`src/rtl/fwd_pkg.sv`:
```
// fwd_pkg: shared definitions for the forwarding/interlock slice.
//   - default register-index and data widths
//   - md_state_t: multi-cycle tracker states
//   - prioSel(): lowest-set-bit priority select used for youngest-first matching
package fwd_pkg;

   localparam int DEF_DATA_W = 32;
   localparam int DEF_REG_W  = 5;

   // Widest stage-match vector prioSel() handles; NO_SEL means "no bit set".
   localparam int MAX_STG = 16;
   localparam int IDX_W   = 5;
   localparam logic [IDX_W-1:0] NO_SEL = IDX_W'(MAX_STG);

   typedef enum logic [1:0] {
      IDLE = 2'd0,
      BUSY = 2'd1,
      DONE = 2'd2
   } md_state_t;

   // Index of the lowest set bit (youngest stage wins); NO_SEL when empty.
   function automatic logic [IDX_W-1:0] prioSel(input logic [MAX_STG-1:0] vec);
      logic [IDX_W-1:0] idx;
      idx = NO_SEL;
      for (int i = MAX_STG - 1; i >= 0; i--) begin
         if (vec[i]) begin
            idx = IDX_W'(i);
         end else begin
            idx = idx;
         end
      end
      return idx;
   endfunction

endpackage

```
`src/rtl/md_tracker.sv`:
```
// md_tracker: tracks one multi-cycle multiply/divide op writing LO/HI.
// Ports:
//   clk, rst_n   clock, asynchronous active-low reset
//   startOk      op issued this cycle and not held by a stall
//   latency      op latency in cycles (0 behaves as 1)
//   busy         tracker in BUSY (result pending)
//   done         result valid this cycle (one cycle per op)
module md_tracker
   import fwd_pkg::*;
#(
   parameter int CNT_W = 6
) (
   input  logic             clk,
   input  logic             rst_n,
   input  logic             startOk,
   input  logic [CNT_W-1:0] latency,
   output logic             busy,
   output logic             done
);

   md_state_t        state_r;
   md_state_t        stateNext_s;
   logic [CNT_W-1:0] cnt_r;
   logic [CNT_W-1:0] cntNext_s;

   // State and remaining-cycle counter registers
   always_ff @(posedge clk or negedge rst_n) begin
      if (!rst_n) begin
         state_r <= IDLE;
         cnt_r   <= '0;
      end else begin
         state_r <= stateNext_s;
         cnt_r   <= cntNext_s;
      end
   end

   // Next-state logic; a start during BUSY is ignored (the top level stalls it)
   always_comb begin
      stateNext_s = state_r;
      cntNext_s   = cnt_r;
      case (state_r)
         IDLE, DONE: begin
            if (startOk) begin
               if (latency <= CNT_W'(1'b1)) begin
                  stateNext_s = DONE;
                  cntNext_s   = '0;
               end else begin
                  stateNext_s = BUSY;
                  cntNext_s   = latency - CNT_W'(1'b1);
               end
            end else begin
               stateNext_s = IDLE;
               cntNext_s   = '0;
            end
         end
         BUSY: begin
            if (cnt_r == CNT_W'(1'b1)) begin
               stateNext_s = DONE;
               cntNext_s   = '0;
            end else begin
               stateNext_s = BUSY;
               cntNext_s   = cnt_r - CNT_W'(1'b1);
            end
         end
         default: begin
            stateNext_s = IDLE;
            cntNext_s   = '0;
         end
      endcase
   end

   assign busy = (state_r == BUSY);
   assign done = (state_r == DONE);

endmodule

```
`src/rtl/forward_scoreboard.sv`:
```
// forward_scoreboard: EX-stage operand bypass selection and interlock.
// Selects bypass data for NUM_SRC operands from NUM_STG downstream stages
// (index 0 youngest), forwards LO/HI to operand 0, tracks the multi-cycle
// unit and raises stall for load-use and busy-LO/HI hazards.
// Ports:
//   clk, rst_n                       clock, asynchronous active-low reset
//   src_reg, src_use                 EX operand indices / operand-read flags
//   ex_use_lo, ex_use_hi, ex_wr_lohi EX instruction LO/HI usage
//   stg_wr_reg, stg_ready, stg_data  per-stage GPR destination, valid, data
//   stg_wr_lohi, stg_lo, stg_hi      per-stage LO/HI write and data
//   md_start, md_cycles              multi-cycle op issue and latency
//   md_lo, md_hi                     multi-cycle result (valid with md_done)
//   src_fwd, src_fwd_data            per-operand bypass select and data
//   stall                            hold IF/ID/EX, bubble into MEM
//   md_busy, md_done                 tracker status
//   stall_cnt                        saturating stalled-cycle count
// Build option: define FWD_HOLD_EN to add a one-entry hold register that
// re-forwards the oldest stage's write for one more cycle.
module forward_scoreboard
   import fwd_pkg::*;
#(
   parameter int NUM_SRC = 2,
   parameter int NUM_STG = 2,
   parameter int DATA_W  = DEF_DATA_W,
   parameter int REG_W   = DEF_REG_W,
   parameter int CNT_W   = 6
) (
   input  logic                       clk,
   input  logic                       rst_n,
   input  logic [NUM_SRC*REG_W-1:0]   src_reg,
   input  logic [NUM_SRC-1:0]         src_use,
   input  logic                       ex_use_lo,
   input  logic                       ex_use_hi,
   input  logic                       ex_wr_lohi,
   input  logic [NUM_STG*REG_W-1:0]   stg_wr_reg,
   input  logic [NUM_STG-1:0]         stg_ready,
   input  logic [NUM_STG*DATA_W-1:0]  stg_data,
   input  logic [NUM_STG-1:0]         stg_wr_lohi,
   input  logic [NUM_STG*DATA_W-1:0]  stg_lo,
   input  logic [NUM_STG*DATA_W-1:0]  stg_hi,
   input  logic                       md_start,
   input  logic [CNT_W-1:0]           md_cycles,
   input  logic [DATA_W-1:0]          md_lo,
   input  logic [DATA_W-1:0]          md_hi,
   output logic [NUM_SRC-1:0]         src_fwd,
   output logic [NUM_SRC*DATA_W-1:0]  src_fwd_data,
   output logic                       stall,
   output logic                       md_busy,
   output logic                       md_done,
   output logic [31:0]                stall_cnt
);

   localparam int OLD = NUM_STG - 1;

   logic                      loadUse_s;
   logic [NUM_SRC-1:0]        gprFwd_s;
   logic [NUM_SRC*DATA_W-1:0] gprData_s;
   logic [MAX_STG-1:0]        gprMatch_s;
   logic [IDX_W-1:0]          gprSel_s;
   logic                      lohiHit_s;
   logic [DATA_W-1:0]         lohiData_s;
   logic [MAX_STG-1:0]        lohiMatch_s;
   logic [IDX_W-1:0]          lohiSel_s;
   logic [31:0]               stallCnt_r;

   logic                      holdValid_r;
   logic [REG_W-1:0]          holdReg_r;
   logic [DATA_W-1:0]         holdData_r;
   logic                      holdLohiValid_r;
   logic [DATA_W-1:0]         holdLo_r;
   logic [DATA_W-1:0]         holdHi_r;

   md_tracker #(.CNT_W(CNT_W)) uTracker (
      .clk     (clk),
      .rst_n   (rst_n),
      .startOk (md_start & ~loadUse_s),
      .latency (md_cycles),
      .busy    (md_busy),
      .done    (md_done)
   );

   // GPR bypass: youngest matching stage decides; a not-ready match stalls
   // and older stages are not consulted past it
   always_comb begin
      loadUse_s  = 1'b0;
      gprFwd_s   = '0;
      gprData_s  = '0;
      gprMatch_s = '0;
      gprSel_s   = NO_SEL;
      for (int i = 0; i < NUM_SRC; i++) begin
         gprMatch_s = '0;
         for (int s = 0; s < NUM_STG; s++) begin
            gprMatch_s[s] = (stg_wr_reg[s*REG_W +: REG_W] == src_reg[i*REG_W +: REG_W]);
         end
         gprSel_s = prioSel(gprMatch_s);
         if (src_use[i] && (src_reg[i*REG_W +: REG_W] != '0)) begin
            if (gprSel_s != NO_SEL) begin
               for (int s = 0; s < NUM_STG; s++) begin
                  if (IDX_W'(s) == gprSel_s) begin
                     if (stg_ready[s]) begin
                        gprFwd_s[i]                 = 1'b1;
                        gprData_s[i*DATA_W +: DATA_W] = stg_data[s*DATA_W +: DATA_W];
                     end else begin
                        loadUse_s = 1'b1;
                     end
                  end else begin
                     gprFwd_s[i] = gprFwd_s[i];
                  end
               end
            end else if (holdValid_r && (holdReg_r == src_reg[i*REG_W +: REG_W])) begin
               gprFwd_s[i]                 = 1'b1;
               gprData_s[i*DATA_W +: DATA_W] = holdData_r;
            end else begin
               gprFwd_s[i] = 1'b0;
            end
         end else begin
            gprFwd_s[i] = 1'b0;
         end
      end
   end

   // LO/HI bypass for operand 0: tracker result, then stages, then hold;
   // HI is chosen when both LO and HI are read
   always_comb begin
      lohiHit_s   = 1'b0;
      lohiData_s  = '0;
      lohiMatch_s = '0;
      lohiMatch_s[NUM_STG-1:0] = stg_wr_lohi;
      lohiSel_s   = prioSel(lohiMatch_s);
      if (ex_use_lo || ex_use_hi) begin
         if (md_done) begin
            lohiHit_s  = 1'b1;
            lohiData_s = ex_use_hi ? md_hi : md_lo;
         end else if (lohiSel_s != NO_SEL) begin
            lohiHit_s = 1'b1;
            for (int s = 0; s < NUM_STG; s++) begin
               if (IDX_W'(s) == lohiSel_s) begin
                  lohiData_s = ex_use_hi ? stg_hi[s*DATA_W +: DATA_W]
                                         : stg_lo[s*DATA_W +: DATA_W];
               end else begin
                  lohiData_s = lohiData_s;
               end
            end
         end else if (holdLohiValid_r) begin
            lohiHit_s  = 1'b1;
            lohiData_s = ex_use_hi ? holdHi_r : holdLo_r;
         end else begin
            lohiHit_s = 1'b0;
         end
      end else begin
         lohiHit_s = 1'b0;
      end
   end

   // Operand 0 takes the LO/HI bypass over any GPR bypass
   always_comb begin
      src_fwd      = gprFwd_s;
      src_fwd_data = gprData_s;
      if (lohiHit_s) begin
         src_fwd[0]               = 1'b1;
         src_fwd_data[DATA_W-1:0] = lohiData_s;
      end else begin
         src_fwd[0] = gprFwd_s[0];
      end
   end

   assign stall = loadUse_s | (md_busy & (ex_use_lo | ex_use_hi | ex_wr_lohi | md_start));

`ifdef FWD_HOLD_EN
   // Hold register: keeps the oldest stage's write visible for one more cycle
   always_ff @(posedge clk or negedge rst_n) begin
      if (!rst_n) begin
         holdValid_r     <= 1'b0;
         holdReg_r       <= '0;
         holdData_r      <= '0;
         holdLohiValid_r <= 1'b0;
         holdLo_r        <= '0;
         holdHi_r        <= '0;
      end else begin
         if (stg_ready[OLD] && (stg_wr_reg[OLD*REG_W +: REG_W] != '0)) begin
            holdValid_r <= 1'b1;
            holdReg_r   <= stg_wr_reg[OLD*REG_W +: REG_W];
            holdData_r  <= stg_data[OLD*DATA_W +: DATA_W];
         end else begin
            holdValid_r <= 1'b0;
            holdReg_r   <= '0;
            holdData_r  <= '0;
         end
         // The tracker result is the newest LO/HI value, so it wins the capture
         if (md_done) begin
            holdLohiValid_r <= 1'b1;
            holdLo_r        <= md_lo;
            holdHi_r        <= md_hi;
         end else if (stg_wr_lohi[OLD]) begin
            holdLohiValid_r <= 1'b1;
            holdLo_r        <= stg_lo[OLD*DATA_W +: DATA_W];
            holdHi_r        <= stg_hi[OLD*DATA_W +: DATA_W];
         end else begin
            holdLohiValid_r <= 1'b0;
            holdLo_r        <= '0;
            holdHi_r        <= '0;
         end
      end
   end
`else
   assign holdValid_r     = 1'b0;
   assign holdReg_r       = '0;
   assign holdData_r      = '0;
   assign holdLohiValid_r = 1'b0;
   assign holdLo_r        = '0;
   assign holdHi_r        = '0;
`endif

   // Saturating count of stalled cycles
   always_ff @(posedge clk or negedge rst_n) begin
      if (!rst_n) begin
         stallCnt_r <= 32'd0;
      end else if (stall && (stallCnt_r != 32'hFFFF_FFFF)) begin
         stallCnt_r <= stallCnt_r + 32'd1;
      end else begin
         stallCnt_r <= stallCnt_r;
      end
   end

   assign stall_cnt = stallCnt_r;

endmodule
```
`config.mk`:
```
export PLATFORM = sky130hd
export DESIGN_NAME = forward_scoreboard
export DESIGN_NICKNAME = d
export VERILOG_FILES = /design/src/rtl/fwd_pkg.sv /design/src/rtl/md_tracker.sv /design/src/rtl/forward_scoreboard.sv
export SDC_FILE = /design/constraint.sdc
export NUM_CORES = 1
export LEC_CHECK = 0
export ABC_AREA = 1
export ABC_CLOCK_PERIOD_IN_PS = 2450
export CORE_AREA = 2 2 152 154
export CTS_CLUSTER_DIAMETER = 80
export DETAILED_ROUTE_END_ITERATION = 7
export DIE_AREA = 0 0 154 156
export GPL_ROUTABILITY_DRIVEN = 0
export PLACE_DENSITY_LB_ADDON = 0.08
export SYNTH_ARGS = -nofsm -noshare
export SYNTH_HDL_FRONTEND = slang
export SYNTH_HIERARCHICAL = 1
export SYNTH_SLANG_ARGS = --single-unit
```
`constraint.sdc`:
```
create_clock -name clk -period 2.45 [get_ports clk]
set_input_delay 0.3675 -clock clk [delete_from_list [all_inputs] [get_ports clk]]
set_output_delay 0.3675 -clock clk [all_outputs]
set_load 0.03 [all_outputs]
```
# --- After elaboration in Yosys (flattened, before gate mapping) ---
# Cells that the tools add are included.
totals:
  out_inout_bits: 101
  wordCells: 100
  regBits: 40
op_classes:
  add_sub_neg: 3
  n_bitwise: 7
  n_mux: 61
  n_eq_ne: 14
  magnitude_cmp: 1
  reduce_logical: 11
ops:
  columns: ["cell", "n"]
  rows:
  - ["32-bit two-way mux", 20]
  - ["32-bit by 1-bit adder with 32-bit output (second input constant)", 1]
  - ["32-bit != test (second input constant)", 1]
  - ["5-bit two-way mux", 6]
  - ["1-bit two-way mux", 27]
  - ["5-bit equality test", 4]
  - ["6-bit two-way mux", 3]
  - ["1-bit by 5-bit equality test with 1-bit output (first input constant)", 3]
  - ["5-bit zero test", 3]
  - ["5-bit != test (second input constant)", 3]
  - ["6-bit one-hot mux with 2 select lines", 1]
  - ["6-bit by 1-bit subtractor with 6-bit output (second input constant)", 2]
  - ["5-bit nonzero test", 2]
  - ["6-bit by 1-bit equality test with 1-bit output (second input constant)", 1]
  - ["6-bit by 1-bit less-or-equal comparator with 1-bit output (second input constant)", 1]
  - ["2-bit two-way mux", 3]
  - ["1-bit bitwise OR", 4]
  - ["2-bit one-hot mux with 2 select lines", 1]
  - ["1-bit logical AND", 3]
  - ["1-bit bitwise AND", 2]
  - ["2-bit by 1-bit equality test with 1-bit output (second input constant)", 1]
  - ["2-bit equality test (second input constant)", 1]
  - ["2-bit zero test", 1]
  - ["2-bit OR reduction", 1]
  - ["other kinds (2)", 2]

# --- Depth between registers and ports, before layout ---
logic_depth:
  word_depth: 19
  ltp_mapped: 16
  depth_no_buf: 16

# --- Hierarchy ---
# The synthesis kept the hierarchy.
modules_own_cells:
  columns: ["module", "area_per_inst_um2", "n_inst", "cells_each", "seq_area_each_um2"]
  rows:
  - ["forward_scoreboard", 5372.7, 1, 954, 800.8]
  - ["md_tracker", 554.3, 1, 74, 200.2]

# --- Least setup slack after synthesis ---
# Ideal clock, no wire load.
synth_path:
  path_type: "flip-flop to output port"
  startpoint: "reg uTracker.state_r[0]"
  endpoint: "out src_fwd_data[31]"
  n_path_buf: 1
  required_ns: 2.082
  path_stages_with_launch: 7
  setup_slack_ns: -0.278
  arrival_ns: 2.360
  path_cell_list: "dfrtp_1 -> nor2_1 -> clkinv_1 -> a31oi_2 -> clkbuf_1 -> nand2_1 -> o21ai_0"
synth_via:
  elab_chain_len: 4
  elab_cells_between_ends: 6
  classes_between: "eq/ne (1); mux (5)"
synth_lines:
  columns: ["element", "line_no", "text"]
  rows:
  - ["from (decl)", "md_tracker.sv:21", "md_state_t state_r;"]
  - ["from (signal assigned)", "md_tracker.sv:32", "state_r <= stateNext_s;"]
  - ["2-bit equality test (*)", "md_tracker.sv:73", "assign done = (state_r == DONE);"]
  - ["net md_done", "forward_scoreboard.sv:49", "output logic md_done,"]
  - ["32-bit two-way mux / 1-bit two-way mux (equally long branches)", "forward_scoreboard.sv:131", "if (md_done) begin"]
  - ["32-bit two-way mux / 1-bit two-way mux (equally long branches)", "forward_scoreboard.sv:130", "if (ex_use_lo || ex_use_hi) begin"]
  - ["32-bit two-way mux (*)", "forward_scoreboard.sv:159", "if (lohiHit_s) begin"]
  - ["to (decl)", "forward_scoreboard.sv:46", "output logic [NUM_SRC*DATA_W-1:0] src_fwd_data,"]
# Mark *: on every way through the listed nets, which the timed path passes. The rest lies on a longest branch.

# --- Worst setup path in the final report ---
layout_path:
  startpoint: "in stg_wr_reg[4]"
  endpoint: "out src_fwd_data[31]"
layout_via:
  elab_chain_len: 9
  elab_cells_between_ends: 11
  classes_between: "eq/ne (3); mux (7); reduce/logical (1)"
layout_lines:
  columns: ["element", "line_no", "text"]
  rows:
  - ["from (decl)", "forward_scoreboard.sv:35", "input logic [NUM_STG*REG_W-1:0] stg_wr_reg,"]
  - ["5-bit equality test (*)", "forward_scoreboard.sv:93", "gprMatch_s[s] = (stg_wr_reg[s*REG_W +: REG_W] == src_reg[i*REG_W +: REG_W]);"]
  - ["5-bit two-way mux (*)", "fwd_pkg.sv:26", "if (vec[i]) begin"]
  - ["5-bit zero test", "forward_scoreboard.sv:99", "if (IDX_W'(s) == gprSel_s) begin"]
  - ["32-bit two-way mux", "forward_scoreboard.sv:99", null]
  - ["32-bit two-way mux", "forward_scoreboard.sv:100", "if (stg_ready[s]) begin"]
  - ["32-bit two-way mux", "forward_scoreboard.sv:99", null]
  - ["32-bit two-way mux (*)", "forward_scoreboard.sv:97", "if (gprSel_s != NO_SEL) begin"]
  - ["32-bit two-way mux (*)", "forward_scoreboard.sv:96", "if (src_use[i] && (src_reg[i*REG_W +: REG_W] != '0)) begin"]
  - ["32-bit two-way mux (*)", "forward_scoreboard.sv:159", null]
# Mark *: on every way between the ends. The rest lies on a longest branch, timed or not.

==> metrics.md <==
| Metric | Value |
|---|---|
| DP HPWL | `28900 um` |
| Initial antenna violation count | `11` |
| Die area | `0.0240 sq mm` |
| Vias post-DR | `9076` |
| HP Class | `in2async` |
| Synthesis-stage register bit count | `40` |
| Gr usage total | `28.8%` |
| Clock Power Share | `15.7%` |
| Synth warn | `6` |
| Gr ovfl total | `0` |
| Pwr dens | `375 mW/mm^2` |
| Synth area leader | `dfrtp_1` |
| Placed Instances | `1704` |
| Final hold violation count | `0` |
| Max Slew Vio Count | `0` |
| Synth Flop Type | `dfrtp_1` |
| Chip Height | `between 150 and 200 um` |
| Hold-fix buffers, CTS | `0` |
| Data arrival, critical path | `about 2.0 ns` |
| Io pins | `395` |
| Seq/Total Area, Yosys | `16.9%` |
| IR drop worst, VDD | `between 0.0005 and 0.0006 V` |
| Fmax | `417 MHz` |
| I/O Buffers | `just under 400` |
| Worst EP required | `approximately 2.1 ns` |
| Kind of end point of the critical path | `output port` |
| Initial Util | `between 20% and 30%` |
| FP Rows | `55` |
| Final period util | `a little over nine tenths` |
| Finished Core Util | `50.7%` |
| Drt wl/cell | `21.0 um` |
| Type of origin of the critical path | `input pin` |
| Post-synth EDFFs | `0` |
| Reg2Reg Setup Slack | `a little over 0.5 ns` |
| Post-synthesis area per instance | `5.77 sq um` |
| Tmin final | `2.40 ns` |
| DRT Pass-1 Iters | `5` |
| CTS H-tree lvls | `2` |
| Status | `complete, no violations` |
| Clock insertion delay at the later pin of the skew report | `0.29 ns` |
| Ranking of synthesized cells by area | `dfrtp_1 17%, nand2_1 13%, o21ai_0 12%` |
| Final setup fails | `0` |
| Post-synth cell types | `37` |
| Classification of the worst setup path | `in2out` |
| Max-slew headroom | `38.5%` |
| Max Clock Skew | `just over 0.003 ns` |
| Nets | `1760` |
| Core Area | `0.0224 sq mm` |
| Fraction of registers with async set/reset | `100%` |
| Routed vias/inst | `5.16` |
| Reg power frac | `20.6%` |
| Root Buffer | `clkbuf_16` |
| Non-Filler Instances | `1758` |
| Post-route ant nets | `0` |
| Comb pwr share | `63.8%` |
| Max Fanout on Critical Path | `10` |
| Share of cells above drive strength 1 | `18.7%` |
| Area Growth Syn to Fin | `91.5%` |
| Syn Inst Count | `1028` |
| Lkg Pwr | `4.93 nW` |
| Max clock buf depth | `2` |
| DRC viols | `0` |
| Max-cap viol count | `0` |
| Starting DRC count in detailed routing | `576` |
| Syn nets | `1327` |
| Post-Syn Area | `0.00593 sq mm` |
| Slew at the pin closest to its max-slew limit | `just over 0.9 ns` |
| First-pass GRT wire length | `53100 um` |
| Clock transition at path regs | `around 0.06 ns` |
| Largest net degree at the start of global routing | `60` |
| CTS Sinks | `40` |
| Vias in the first global route | `8722` |
| Num CTS Buffers | `5` |
| WL final | `37000 um` |
| CTS tree | `yes` |
| Die span in x | `154 um` |
| Switching portion of total power | `between 40% and 50%` |
| Internal power | `2.45 mW` |
| Switch Pwr | `1.81 mW` |
| Synth top area share | `between 10% and 20%` |
cells in the final DEF (no fill, tap or decap), drive strengths merged, types with 2 or more instances in the layout:
cell type,n
a21oi,2
a22o,30
a32oi,31
buf,172
clkbuf,26
clkdlybuf4s50,301
dfrtp,40
diode,11
dlygate4sd2,4
ha,5
inv,92
nand2,214
nand3,88
nand3b,3
nand4,14
nor2,173
nor3,18
nor4,3
o21ai,164
o22ai,34
xnor2,18
xor2,22
cells by family (layout without fill, tap and decap cells):
family / Yosys count / count (layout) / synth area share, %
other: 0 / 11 / 0
adder cells (fa/ha/maj): 5 / 5 / 1.06
flip-flops: 40 / 40 / 16.9
AO/OA/AOI/OAI: 264 / 264 / 27.2
buffers and inverters: 163 / 597 / 11.4
XOR/XNOR: 40 / 40 / 5.91
AND/OR/NAND/NOR: 516 / 516 / 37.5
what timing repair did:
action	4_1_cts	5_1_grt
resized for setup	83	104
setup endpoints to repair	66	60
gates cloned	3	6
pin swaps	27	29
setup buffers	20	7
power groups by stage:
stage	Combinational (mW)	Sequential, mW	Clock, mW
after floorplan	1.29	0.949	0
after global placement	2.52	0.889	0
after detailed placement	2.53	0.886	0
after CTS	2.61	0.876	0.691
after global routing	2.94	0.894	0.710
final	2.72	0.876	0.668
registers in the layout, indices dropped and copies added (netlist names):
register and count:
stall_cnt 32, uTracker/cnt_r 6, uTracker/state_r 2
path summary, 6_finish.rpt:
kind,end,startpoint,cells past startpoint
worst max-delay path,src_fwd_data[31],stg_wr_reg[4],12
worst min-delay path,stall_cnt[29],rst_n,1
worst max register to register,stall_cnt[14],stall_cnt[3],9
worst min register to register,stall_cnt[31],stall_cnt[31],2
max in group asynchronous,stall_cnt[7],rst_n,1
min in group clk,stall_cnt[31],stall_cnt[31],2
critical path: stages:
cell,delay (ns)
dlygate4sd2_1,0.29
xnor2_4,0.21
nand3_4,0.13
inv_4,0.08
buf_4,0.14
buf_12,0.13
nand3_1,0.08
nand2_2,0.07
nand2_2,0.05
o21ai_2,0.20
buf_4,0.15
buf_12,0.11
cell usage after synthesis, drive strengths merged, types with 2 or more instances:
| cell type | instances |
|---|---|
| dfrtp | 40 |
| o21ai | 164 |
| nand3 | 88 |
| clkbuf | 45 |
| a32oi | 31 |
| buf | 26 |
| nand3b | 3 |
| nand4 | 14 |
| o22ai | 34 |
| inv | 91 |
| a22o | 30 |
| a21oi | 2 |
| nor3 | 18 |
| ha | 5 |
| nor2 | 173 |
| nand2 | 214 |
| xor2 | 22 |
| nor4 | 3 |
| xnor2 | 18 |
layout make-up:
type / instances / area, sq um
Fill cell: 2298 / 11000
Antenna cell: 11 / 27.5
Inverter: 92 / 350
Multi-Input combinational cell: 825 / 4510
Tap cell: 285 / 357
Timing Repair Buffer: 497 / 4960
Clock buffer: 8 / 146
Sequential cell: 40 / 1000
per-layer routing:
metal  wire length, um  part of all wire, %  global-route usage [%]  up-vias
li1                  -                    -                       -     4377
met3              3060                  8.3                    7.08       70
met4              1430                  3.9                    12.6        0
met1             14800                   40                    34.9     4255
met5                 0                    0                       0        -
met2             17800                   48                    48.5      374
per-stage QoR:
step                setup WS, ns  setup TNS (ns)  hold WS (ns)  power (mW)  cell area (sq um)
detailed placement        -0.425          -16.20         0.499        3.42              10400
CTS                      0.00766               0         0.254        4.18              11000
floorplan                  0.157               0        0.0719        2.24               5930
global route             -0.0125         -0.0186         0.317        4.55              11300
finish                    0.0530               0         0.215        4.26              11300
global placement          -0.418          -14.73         0.498        3.41              10400
(Power assumes the default switching activity.)
==> edit: new RTL, same flow settings <==
Change the package constant `IDX_W` from 5 to 3.
--- a/src/rtl/fwd_pkg.sv
+++ b/src/rtl/fwd_pkg.sv
@@ -9,7 +9,7 @@
 
    // Widest stage-match vector prioSel() handles; NO_SEL means "no bit set".
    localparam int MAX_STG = 16;
-   localparam int IDX_W   = 5;
+   localparam int IDX_W   = 3;
    localparam logic [IDX_W-1:0] NO_SEL = IDX_W'(MAX_STG);
 
    typedef enum logic [1:0] {
Check against the original RTL: not equivalent (a bounded check fails within 4 cycles, from zero or initial values and one cycle with rst_n low).
==> edit against the original RTL <==
Worst setup slack improved by 0.044 ns. Power down 20%. Global-route usage fell by 9.4 points. Via count shrank 28%. Sequential cell count unchanged. Design area is 26% lower. Fmax is 1.9% higher. Wire length fell by 34%. Largest power group unchanged. Area after synthesis is 19% lower. Synthesized cell count down 12%. Die area is the same.
==> edit: results (changes against the original RTL) <==
status=finished, final reports clean; crit path to=src_fwd_data[59]; Diodes inserted=1 (-10); Final period util=0.9603 (-0.01810); Critical path origin=src_reg[7]; met2 GRT Util=0.3600 (-0.1247); DR vias=6538 (-28%); post-synth cell types=30 (-19%); Mapped Nets=1205 (-9.2%); routed wire length on met2=12450 um (-30%); most common library cells after synthesis=389 x nand2_1, 123 x nor2_1, 86 x inv_1; metal3 WL=1293 um (-58%); met3 usage=0.02722 (-0.04361); WL/cell=16.36 um (-22%); Non-clock buffering overhead=0.3838 (-0.05304); Non-CTS inverters=89 (-3.3%); Syn Inst Count=906 (-12%); Buffers excl. clock=329 (-34%); initial antenna violation count=1 (-10); vias in the first global route=6085 (-30%); pin count of the biggest net entering global routing=56 (-6.7%); fill count=2497 (+8.7%); area delta synth->final=74.73%; wirelength, routed=24340 um (-34%); # port buffers=297 (-25%); DP Worst Slack=-0.1528 ns (+0.2718 ns); R2R Setup Slk=0.36 ns (-0.15 ns); Multi-In Gates=737 (-11%); P_leak=4.200 nW (-15%); Critical-path top delay cell=clkdlybuf4s50_1; dpl cell area=8150 um^2 (-22%); share of cells above drive strength 1=0.1198 (-0.06761); first drt pass iteration count=6 (+1); top post-synthesis cells by area=nand2_1 30%, dfrtp_1 21%, nor2_1 9.6%; peak per-stage delay on the critical path=0.49 ns (+0.20 ns)
-- edit: cell count changes after synthesis, sizes merged, moves of 7 or more --
cell / before / now
a22o: 30 / 0
a32oi: 31 / 0
buf: 26 / 13
clkbuf: 45 / 27
nand2: 214 / 392
nor2: 173 / 127
nor3: 18 / 11
o21ai: 164 / 67
o22ai: 34 / 2
-- edit: logic make-up (layout without fill, tap and decap cells) --
logic type,after synthesis,in the layout,synth area share
and+or+nand+nor,624,624,0.5291
buffers and inverters,129,425,0.1079
AOI/OAI and AO/OA,73,73,0.07826
DFF,40,40,0.2080
xor gates and xnor gates,35,35,0.06370
adders and majority gates,5,5,0.01300
other,0,1,0
-- edit: repair_timing --
item                                    in CTS  in global routing
cloned                                       1                  0
setup buffers                                1                  0
pin swaps                                    3                  5
resized for setup                           26                 21
endpoints found under the setup margin      65                 50
-- edit: power by group --
group / internal (mW) / leakage (nW) / switching [mW]
Clock: 0.370 / 0.0667 / 0.259
Combinational: 0.865 / 3.59 / 1.04
Sequential: 0.766 / 0.540 / 0.124
